### src/rtl/pattern_ser_tx_if.sv
// pattern_ser_tx_if: frame load, stall, counter clear and serial output bundle for pattern_ser_tx
//   data_i/load_i/hold_i/clr_cnt_i   driven by the master towards the transmitter
//   ready_o/d_o/valid_o/done_o/pat_cnt_o driven by the transmitter (slave)
interface pattern_ser_tx_if #(
  parameter int WIDTH = 8,
  parameter int CNT_W = 16
);
  logic [WIDTH-1:0] data_i;
  logic             load_i;
  logic             ready_o;
  logic             hold_i;
  logic             clr_cnt_i;
  logic             d_o;
  logic             valid_o;
  logic             done_o;
  logic [CNT_W-1:0] pat_cnt_o;
  modport master (
    output data_i, load_i, hold_i, clr_cnt_i,
    input  ready_o, d_o, valid_o, done_o, pat_cnt_o
  );
  modport slave (
    input  data_i, load_i, hold_i, clr_cnt_i,
    output ready_o, d_o, valid_o, done_o, pat_cnt_o
  );
endinterface

### src/rtl/pattern_ser_tx.sv
// pattern_ser_tx: MSB-first frame serializer with stall, done pulse and saturating overlapping-1011 counter
//   clk  rising-edge clock
//   rst  asynchronous active-low reset
//   bus  pattern_ser_tx_if.slave (data_i, load_i, hold_i, clr_cnt_i in; ready_o, d_o, valid_o, done_o, pat_cnt_o out)
module pattern_ser_tx #(
  parameter int WIDTH = 8,
  parameter int CNT_W = 16
) (
  input logic             clk,
  input logic             rst,
  pattern_ser_tx_if.slave bus
);
  localparam int BW = $clog2(WIDTH + 1);
  localparam logic [0:0] IDLE = 1'b0;
  localparam logic [0:0] SEND = 1'b1;
  logic [0:0]       state_q, state_d;
  logic [WIDTH-1:0] shift_q, shift_d;
  logic [BW-1:0]    bits_q, bits_d;
  logic             d_q, d_d;
  logic             valid_q, valid_d;
  logic             done_q, done_d;
  logic [2:0]       hist_q, hist_d;
  logic [CNT_W-1:0] pat_q, pat_d;
  // bits_q counts the bits still owed including the one on d_o, so the
  // acceptance edge already presents the MSB and a count of one means the
  // next unstalled edge ends the frame.
  always_comb begin
    state_d = state_q;
    shift_d = shift_q;
    bits_d  = bits_q;
    d_d     = d_q;
    valid_d = 1'b0;
    done_d  = 1'b0;
    if (state_q == IDLE) begin
      if (bus.load_i) begin
        state_d = SEND;
        d_d     = bus.data_i[WIDTH-1];
        shift_d = bus.data_i << 1;
        bits_d  = BW'(WIDTH);
        valid_d = 1'b1;
      end
    end else if (!bus.hold_i) begin
      if (bits_q == BW'(1)) begin
        state_d = IDLE;
        d_d     = 1'b0;
        shift_d = '0;
        bits_d  = '0;
        done_d  = 1'b1;
      end else begin
        d_d     = shift_q[WIDTH-1];
        shift_d = shift_q << 1;
        bits_d  = bits_q - BW'(1);
        valid_d = 1'b1;
      end
    end
  end
  // The history only advances on bits actually driven, so hold cycles and
  // inter-frame gaps are transparent to pattern detection.
  always_comb begin
    hist_d = hist_q;
    pat_d  = pat_q;
    if (bus.clr_cnt_i) begin
      hist_d = '0;
      pat_d  = '0;
    end else if (valid_d) begin
      hist_d = {hist_q[1:0], d_d};
      pat_d  = (d_d && hist_q == 3'b101 && pat_q != '1) ? pat_q + CNT_W'(1) : pat_q;
    end
  end
  always_ff @(posedge clk or negedge rst) begin
    if (!rst) begin
      state_q <= IDLE;
      shift_q <= '0;
      bits_q  <= '0;
      d_q     <= 1'b0;
      valid_q <= 1'b0;
      done_q  <= 1'b0;
      hist_q  <= '0;
      pat_q   <= '0;
    end else begin
      state_q <= state_d;
      shift_q <= shift_d;
      bits_q  <= bits_d;
      d_q     <= d_d;
      valid_q <= valid_d;
      done_q  <= done_d;
      hist_q  <= hist_d;
      pat_q   <= pat_d;
    end
  end
  assign bus.ready_o   = state_q == IDLE;
  assign bus.d_o       = d_q;
  assign bus.valid_o   = valid_q;
  assign bus.done_o    = done_q;
  assign bus.pat_cnt_o = pat_q;
endmodule

### src/flat_wrapper.sv
// flat-port wrapper written by rule: the top's interface ports become plain ports
module pattern_ser_tx_flat 
#(
  parameter int WIDTH = 8,
  parameter int CNT_W = 16
)
  (clk, rst, bus_data_i, bus_load_i, bus_hold_i, bus_clr_cnt_i, bus_ready_o, bus_d_o, bus_valid_o, bus_done_o, bus_pat_cnt_o);
  pattern_ser_tx_if #(.WIDTH(WIDTH), .CNT_W(CNT_W)) bus_i ();
  input logic clk;
  input logic rst;
  input wire logic [$bits(bus_i.data_i)-1:0] bus_data_i;
  input wire logic [$bits(bus_i.load_i)-1:0] bus_load_i;
  input wire logic [$bits(bus_i.hold_i)-1:0] bus_hold_i;
  input wire logic [$bits(bus_i.clr_cnt_i)-1:0] bus_clr_cnt_i;
  output wire logic [$bits(bus_i.ready_o)-1:0] bus_ready_o;
  output wire logic [$bits(bus_i.d_o)-1:0] bus_d_o;
  output wire logic [$bits(bus_i.valid_o)-1:0] bus_valid_o;
  output wire logic [$bits(bus_i.done_o)-1:0] bus_done_o;
  output wire logic [$bits(bus_i.pat_cnt_o)-1:0] bus_pat_cnt_o;
  assign bus_i.data_i = bus_data_i;
  assign bus_i.load_i = bus_load_i;
  assign bus_i.hold_i = bus_hold_i;
  assign bus_i.clr_cnt_i = bus_clr_cnt_i;
  assign bus_ready_o = bus_i.ready_o;
  assign bus_d_o = bus_i.d_o;
  assign bus_valid_o = bus_i.valid_o;
  assign bus_done_o = bus_i.done_o;
  assign bus_pat_cnt_o = bus_i.pat_cnt_o;
  pattern_ser_tx #(.WIDTH(WIDTH), .CNT_W(CNT_W)) u_core (.clk(clk), .rst(rst), .bus(bus_i));
endmodule
### config.mk
export PLATFORM = sky130hd
export DESIGN_NAME = pattern_ser_tx_flat
export DESIGN_NICKNAME = d
export VERILOG_FILES = /design/src/rtl/pattern_ser_tx_if.sv /design/src/rtl/pattern_ser_tx.sv /design/src/flat_wrapper.sv
export SDC_FILE = /design/constraint.sdc
export NUM_CORES = 1
export LEC_CHECK = 0
export ABC_AREA = 1
export CORE_MARGIN = 3
export CORE_UTILIZATION = 49
export CTS_BUF_LIST = sky130_fd_sc_hd__clkbuf_2
export CTS_CLUSTER_DIAMETER = 60
export CTS_CLUSTER_SIZE = 12
export DETAILED_ROUTE_END_ITERATION = 12
export GPL_ROUTABILITY_DRIVEN = 0
export PLACE_DENSITY = 0.78
export RECOVER_POWER = 50
export SETUP_SLACK_MARGIN = 0.15
export SYNTH_ARGS = -nofsm -noshare
export SYNTH_HDL_FRONTEND = slang
export SYNTH_SLANG_ARGS = --single-unit
### constraint.sdc
create_clock -name clk -period 1.6 [get_ports clk]
set_clock_uncertainty 0.05 [all_clocks]
set_input_delay 0.32 -clock clk [delete_from_list [all_inputs] [get_ports clk]]
set_output_delay 0.32 -clock clk [all_outputs]
set_load 0.01 [all_outputs]
==> Word-level counts from Yosys, hierarchy flattened <==
Cells that the tools add are included.
{ "word_totals": {"wordCells": 48, "output_inout_bits": 20, "ff_bits": 35} }
{ "classes": {"n_eq_ne": 4, "n_addsub": 2, "n_reduce_logical": 7, "bitwise_logic": 1, "n_mux": 26} }
{ "ops": {"columns": ["operator", "count"], "rows": [
  ["$mux W16", 3],
  ["$mux W8", 4],
  ["$add A16 B1 Y16 const B", 1],
  ["$mux W4", 4],
  ["$ne A16 B16 Y1 const B", 1],
  ["$mux W1", 13],
  ["$mux W3", 2],
  ["$reduce_bool A2 Y1", 3],
  ["$eq A4 B1 Y1 const B", 1],
  ["$reduce_and A2 Y1", 2],
  ["$sub A4 B1 Y4 const B", 1],
  ["$eq A3 B3 Y1 const B", 1],
  ["$logic_and A1 B1 Y1", 2],
  ["$ne A2 B2 Y1 const B", 1],
  ["$not A1 Y1", 1]
]} }

==> Logic depth before layout (Yosys ltp) <==
Gate-level depths: netlist (run 1).
{ "logic_depth": {"depth_word": 9, "depth_mapped": 11, "depth_no_buf": 10} }

==> Least setup slack after synthesis (run 1) <==
No wires, ideal clock.
{ "synth_path": {"path_type": "reg-to-reg", "start": "reg u_core.pat_q[0] (netlist: u_core.bus.pat_cnt_o[0])", "end": "reg u_core.pat_q[6] (netlist: u_core.bus.pat_cnt_o[6])", "synth_period_minus_slack_ps": 1572, "t_arrival_ps": 1457, "setup_time_ps": 65, "n_path_buf": 1, "path_stages_with_launch": 11, "slack_ps": 28, "path_cell_list": "dfrtp_1 > ha_1 > nand2_2 > nor2_2 > nand3_2 > nor2_1 > nor2_1 > nand2_2 > buf_6 > nand3_1 > nand2_1"} }
{ "synth_via": {"elab_chain_cells": 4, "word_cells_on_any_way": 8, "cone_classes": "1 x add/sub; 1 x eq/ne; 3 x mux; 3 x reduce/logical"} }
{ "synth_rtl": {"columns": ["item", "line_no", "rtl"], "rows": [
  ["start, declared", "pattern_ser_tx.sv:23", "logic [CNT_W-1:0] pat_q, pat_d;"],
  ["start signal, assigned", "pattern_ser_tx.sv:88", "pat_q <= pat_d;"],
  ["$add A16 B1 Y16 / $ne A16 B16 Y1 (equally long branches)", "pattern_ser_tx.sv:67", "pat_d = (d_d && hist_q == 3'b101 && pat_q != '1) ? pat_q + CNT_W'(1) : pat_q;"],
  ["$mux W16 / $logic_and A1 B1 Y1 (equally long branches)", "pattern_ser_tx.sv:67", null],
  ["$mux W16 / $reduce_bool A2 Y1 (equally long branches)", null, null],
  ["$mux W16 / $reduce_and A2 Y1 (equally long branches)", null, null]
]} }
Parallel ways exist; a longest one is shown, timed or not. The select of a mux whose other input is x is not followed.
A chain may end at the register's enable or synchronous reset.

==> Final worst setup path (run 1) <==
{ "layout_path": {"start": "reg u_core.pat_q[1] (netlist: u_core.bus.pat_cnt_o[1])", "end": "reg u_core.pat_q[9] (netlist: u_core.bus.pat_cnt_o[9])"} }
Same word-level chain as after synthesis.

==> results_dict.tcl, run 1 <==
set metrics [dict create \
    status "finished, violations left" \
    violations "setup timing" \
    leakage_nw 1.543 \
    slew_headroom_pct 42.98 \
    layout.cells.non_filler 393 \
    crit_fanout 8 \
    synth_cells 256 \
    die_h_um 68.79 \
    synth_area_per_cell_um2 7.546 \
    clock_latency_ns 0.40 \
    wirelength_mm 5.751 \
    drtIter0Drc 221 \
    route.vias.total 2123 \
    core_um2 3744 \
    holdPathEnd "u_core.shift_q[4]" \
    end_kind "register" \
    die_area_um2 4732 \
    syn_area_um2 1932 \
    worstHoldStart "u_core.shift_q[4]" \
    cts_made_buffers 5 \
    clkSinkCount 34 \
    overflow 0 \
    numPortBuffers 32 \
    ir_drop_mv 0.8251 \
    synth_nets 272 \
    ys_ff_latch 34 \
    drive_gt1_share_pct 42.03 \
    placement.cell_area_um2 2481 \
    period_needed_ns 1.648 \
    crit_type "register to register" \
    die_x_um 68.79 \
    start_kind "register" \
    grt_max_degree 35 \
    setup_violations 6 \
    drt-wirelength-per-cell_um 14.63 \
    start_util_pct 51.60 \
    path_clk_slew_ns 0.17 \
    arrival_ns 1.89 \
    fp-row-count 22 \
    fill_cells 236 \
    drc_errors 0 \
    grt_pass1_wl_mm 9.066 \
    slew_violations 0 \
    dp_cells 355 \
    rsz0062_at_grt "yes" \
    fin_ws_ns -0.04828 \
    cp.required_ns 1.85 \
    ys_types 25 \
    power_density_nw_per_um2 921.0 \
    cts_buffer_depth 2 \
    htree_levels 2 \
    min_path_type "register to register" \
    finalInstanceArea_um2 2992 \
    cts-root-buf "clkbuf_2" \
    grt_usage_pct 25.91 \
    reg2reg_depth 10 \
    first_global_vias 2025 \
    crit_buf_inv 1 \
    r2r_slack_ns -0.05 \
    finalCritPeriodShare_pct 103.0 \
    crit_chain "buf_6, ha_4, nand2_4, nor2_4, nand3_2, nor2_4, nor2_4, nand2_4, nand3_1, nand2_1" \
    fmax_mhz 606.7 \
    slowest_delay_ns 0.43 \
    via_per_inst 5.402 \
    ioPinCount 33 \
    antenna_found_initial 0 \
    worst_r2r_endpoint "u_core.bus.pat_cnt_o[9]" \
    path_delay_family "simple AND/OR/NAND/NOR gates" \
    first_pass_iters 5 \
    drv_cap 0 \
    crit_path_frequent_cell "nor2_4" \
    worst_slew_pin_slew_ns 0.8553 \
    final_util_pct 79.91 \
    hold_depth 2 \
    slowest_stage "dfrtp_1" \
    cts_tree "built" \
    hpwl_mm 3.131 \
    r2r-start "u_core.bus.pat_cnt_o[1]" \
    diodes 0 \
    finalNetCount 360 \
    ys.warnings.count 0 \
    setup_tns_ns -0.07508 \
    detail-route-antenna-nets 0 \
    hold_violations 0 \
    yosysSeqAreaShare_pct 44.04 \
    area_growth_pct 54.86 \
]
==> tightest hold or removal path, delay by kind of cell, from the launching register on <==
family | cells | cell delay, ns
simple gates | 1 | 0.05
flops | 1 | 0.38
compound gates | 1 | 0.06
==> kinds of logic (layout without fill, tap and decap cells) <==
| kind of cell | count (synthesis) | count (layout) | synth area share [%] |
|---|---|---|---|
| AO/OA/AOI/OAI | 24 | 24 | 7.448 |
| XOR/XNOR | 8 | 8 | 3.627 |
| adder cells (fa/ha/maj) | 3 | 3 | 1.943 |
| buffers and inverters | 41 | 129 | 8.549 |
| flip-flops | 34 | 34 | 44.04 |
| AND/OR/NAND/NOR | 146 | 147 | 34.39 |
==> synthesized netlist by cell type, drive strengths merged <==
cell type | number | area share (%)
xnor2 | 2 | 0.91
inv | 37 | 7.2
buf | 4 | 1.4
xor2 | 6 | 2.7
o22ai | 2 | 0.65
o21ai | 12 | 3.1
a22oi | 6 | 2.3
nand3 | 37 | 10
a21oi | 2 | 0.52
o31ai | 1 | 0.39
dfrtp | 34 | 44
ha | 3 | 1.9
a22o | 1 | 0.45
nand2 | 75 | 16
nor2 | 29 | 6.7
nor3 | 2 | 0.78
nand4 | 3 | 0.97
==> power by group <==
part | switching, mW | internal [mW] | total [mW]
registers | 0.102 | 1.01 | 1.11
logic | 0.579 | 0.489 | 1.07
clock network | 0.298 | 0.279 | 0.576
==> final cells by class <==
class | instances | area, um2 | share of cell area [%]
Clock inverter | 1 | 30.03 | 1.004
Timing Repair Buffer | 83 | 681.9 | 22.79
Sequential cell | 34 | 854.6 | 28.57
Inverter | 37 | 145.1 | 4.852
Tap cell | 48 | 60.06 | 2.008
Timing Repair inverter | 1 | 5.005 | 0.1673
Multi-Input combinational cell | 182 | 1180 | 39.44
Clock buffer | 7 | 35.03 | 1.171
==> per-layer routing <==
layer  GRT usage (%)  vias to the layer above  wire (um)  part of all wire, %
li1                -                      995          -                    -
met1           32.99                     1024       2382                   41
met2           41.12                       80       2857                   50
met3           6.645                       24        322                  5.6
met4           11.92                        0        188                  3.3
met5               0                        -          0                    0
==> worst max-delay path by stage <==
stage | slack (ns) | end | cells after the start | start
6_report | -0.05 | u_core.bus.pat_cnt_o[9] | 10 | u_core.bus.pat_cnt_o[1]
3_5_place_dp | -0.28 | u_core.bus.pat_cnt_o[4] | 10 | bus_load_i
5_1_grt | -0.13 | u_core.bus.pat_cnt_o[9] | 10 | u_core.bus.pat_cnt_o[1]
4_1_cts | 0.02 | bus_ready_o | 2 | u_core.state_q
2_1_floorplan | 0.07 | u_core.bus.pat_cnt_o[6] | 10 | u_core.bus.pat_cnt_o[0]
3_3_place_gp | -0.25 | u_core.bus.pat_cnt_o[1] | 10 | bus_load_i
==> what timing repair did <==
action                                  in CTS  in global routing
cloned                                       1                  1
endpoints found under the setup margin      38                 45
buffers inserted                            18                 10
hold buffers                                 0                  0
pin swaps                                   25                 13
resized for setup                           96                 49
==> registers in the layout (all words and copies together) (netlist names) <==
| signal | cells |
|---|---|
| u_core.state_q | 1 |
| u_core.bus.d_o | 1 |
| u_core.bus.done_o | 1 |
| u_core.hist_q | 3 |
| u_core.bus.pat_cnt_o | 16 |
| u_core.bits_q | 4 |
| u_core.bus.valid_o | 1 |
| u_core.shift_q | 7 |
==> layout by cell type, fill, tap and decap left out, drive strengths merged <==
cell,instances
dfrtp,34
ha,3
a21oi,2
clkinvlp,2
inv,36
clkbuf,19
nand3,37
clkdlybuf4s15,1
clkdlybuf4s50,11
o21ai,12
nor2,29
xnor2,2
a22oi,6
o22ai,2
o31ai,1
nand2,76
buf,58
bufinv,1
dlygate4sd3,1
a22o,1
nand4,3
nor3,2
xor2,6
==> stage by stage <==
| stage | total power, mW | setup WS (ns) | hold WS, ns |
|---|---|---|---|
| final | 2.755 | -0.04828 | 0.4668 |
| after global routing | 2.930 | -0.1281 | 0.4937 |
| after CTS | 2.571 | 0.01919 | 0.2413 |
| after detailed placement | 1.869 | -0.2764 | 0.4252 |
| after global placement | 1.854 | -0.2473 | 0.4195 |
| after floorplan | 1.543 | 0.07133 | -0.02559 |
Note: power is estimated with default switching activity, not from simulation.
==> inputs of run 2 (changes only) <==
--- a/config.mk
+++ b/config.mk
@@ -7,13 +7,12 @@
 export LEC_CHECK = 0
 export ABC_AREA = 1
 export CORE_MARGIN = 3
-export CORE_UTILIZATION = 49
-export CTS_BUF_LIST = sky130_fd_sc_hd__clkbuf_2
+export CORE_UTILIZATION = 47
 export CTS_CLUSTER_DIAMETER = 60
 export CTS_CLUSTER_SIZE = 12
 export DETAILED_ROUTE_END_ITERATION = 12
 export GPL_ROUTABILITY_DRIVEN = 0
-export PLACE_DENSITY = 0.78
+export PLACE_DENSITY = 0.75
 export RECOVER_POWER = 50
 export SETUP_SLACK_MARGIN = 0.15
 export SYNTH_ARGS = -nofsm -noshare
==> run 2 against run 1 <==
Net effect:
- the flow now finishes without violations
- sequential cell count stayed put
- clock power is 14% higher
- routed wire length fell by 8.6%
- critical path type unchanged
- largest cell class unchanged
==> results_dict.tcl, run 2 (synthesized netlist as in run 1, its figures left out) <==
set metrics [dict create \
    wirelength_mm 5.259 \
    slew_headroom_pct 44.89 \
    seq_area_um2 854.6 \
    drtIter0Drc 141 \
    antenna_found_initial 0 \
    diodes 0 \
    slew_violations 0 \
    area_growth_pct 49.16 \
    hpwl_mm 3.253 \
    fmax_mhz 648.4 \
    setup_violations 0 \
    r2r_slack_ns 0.06 \
    cts_buffer_depth 2 \
    switching_share_pct 34.50 \
    holdPathEnd "u_core.shift_q[5]" \
    place_ws_ns -0.2938 \
    overflow 0 \
    hold_ws_ns 0.4390 \
    drc_errors 0 \
    htree_levels 2 \
    status "finished, final reports clean" \
    clock_latency_ns 0.29 \
    worstHoldStart "u_core.shift_q[5]" \
    reg2reg_depth 9 \
    core_um2 3799 \
    crit_type "register to register" \
    clockPowerShare_pct 24.1 \
    end_kind "register" \
    grt_pass1_wl_mm 8.666 \
    first_pass_iters 4 \
    power_density_nw_per_um2 949.8 \
    final_cell_mix "nand2_1, buf_4, inv_1, dfrtp_1, nand3_2" \
    die_x_um 70.11 \
    hold_depth 2 \
    crit_fanout 8 \
    fill_cells 268 \
    period_needed_ns 1.542 \
    rsz0062_at_grt "yes" \
    via_per_inst 5.037 \
    grt_max_degree 35 \
    cts_tree "built" \
    drive_gt1_share_pct 35.22 \
    finalCritPeriodShare_pct 96.40 \
    start_kind "register" \
    path_clk_slew_ns 0.07 \
    ioPinCount 33 \
    worst_r2r_endpoint "u_core.bus.pat_cnt_o[14]" \
    finalNetCount 350 \
    fin_ws_ns 0.05763 \
    first_global_vias 1909 \
    drt-wirelength-per-cell_um 13.73 \
    multi_input_area_um2 1151 \
    route.vias.total 1929 \
    r2r-start "u_core.bus.pat_cnt_o[12]" \
    die_h_um 70.11 \
    layout_commonest_cell "nand2_1" \
    clkSinkCount 34 \
    worst_slew_pin_slew_ns 0.8266 \
    switching_power_mw 0.9442 \
    grt_usage_pct 22.11 \
    ir_drop_mv 0.9450 \
    start_util_pct 50.86 \
    p_seq_share_pct 41.3 \
    internal-power_mw 1.793 \
    arrival_ns 1.67 \
    drv_cap 0 \
    numPortBuffers 32 \
    largest_reg_flops 16 \
    detail-route-antenna-nets 0 \
    cts-root-buf "clkbuf_8" \
    cts_made_buffers 5 \
    hold_violations 0 \
    combPwrFrac_pct 34.6 \
    die_area_um2 4915 \
    leakage_nw 1.529 \
    fp-row-count 22 \
    cp.required_ns 1.73 \
    min_path_type "register to register" \
]
-- run 2: cell count changes in the layout (fill, tap and decap cells not counted), sizes merged --
cell	change
bufinv	-1
clkdlybuf4s15	-1
dlygate4sd2	+15
clkinvlp	-1
buf	-17
clkbuf	-5
inv	+1
clkinv	+1
clkdlybuf4s50	-2
-- run 2: routing by layer --
layer	track usage, %	vias up	share of wire (%)
met5	0	-	0
met2	37.15	48	51
met1	27.64	891	43
li1	-	976	-
met4	8.936	0	2.4
met3	4.460	14	4.3
-- run 2: timing repair --
action	CTS	global route
gates resized for setup	58	37
setup endpoints to repair	38	32
hold buffers	0	0
cloned	1	0
pin swaps	7	13
buffers inserted	14	4
-- run 2: critical path, stage by stage, from the launching register on --
cell,delay [ns]
dfrtp_2,0.42
buf_4,0.16
nand2_1,0.09
nor2_1,0.07
inv_1,0.10
nor2_4,0.05
nor2_4,0.17
nand2_4,0.15
nand3_2,0.11
nand2_2,0.04
-- run 2: worst max-delay path by stage --
stage | start | end | slack (ns) | depth (start not counted)
after floorplan | u_core.bus.pat_cnt_o[0] | u_core.bus.pat_cnt_o[6] | 0.07 | 10
after global placement | bus_load_i | u_core.bus.pat_cnt_o[1] | -0.25 | 10
after detailed placement | bus_load_i | u_core.bus.pat_cnt_o[0] | -0.29 | 10
after CTS | u_core.bits_q[0] | u_core.bus.pat_cnt_o[5] | 0.01 | 9
after global routing | u_core.bus.pat_cnt_o[12] | u_core.bus.pat_cnt_o[14] | -0.03 | 9
final | u_core.bus.pat_cnt_o[12] | u_core.bus.pat_cnt_o[14] | 0.06 | 9
-- run 2: power by group through the flow --
stage	sequential (mW)	combinational [mW]	clock, mW
3_3_place_gp	1.11	0.757	0
6_report	1.13	0.947	0.659
4_1_cts	1.11	0.867	0.675
3_5_place_dp	1.12	0.779	0
2_1_floorplan	1.11	0.431	0
5_1_grt	1.15	1.05	0.715
-- run 2: through the flow --
step	util (%)	instance area (um2)	instances	TNS (ns)	total power, mW
6_report	75.86	2882	383	0	2.737
5_1_grt	75.86	2882	383	-0.1156	2.917
4_1_cts	73.75	2801	379	0	2.654
3_5_place_dp	65.51	2489	356	-4.614	1.895
3_3_place_gp	65.51	2489	356	-3.735	1.870
2_1_floorplan	-	1942	256	0	1.543
-- run 2: layout make-up --
cell class / count / area share [%]
clock buffers: 6 / 2.866
clock inverters: 2 / 0.4342
inverters: 37 / 4.907
multi-input cells: 182 / 39.95
flip-flops and latches: 34 / 29.66
well taps: 48 / 2.084
repair buffers: 74 / 20.10
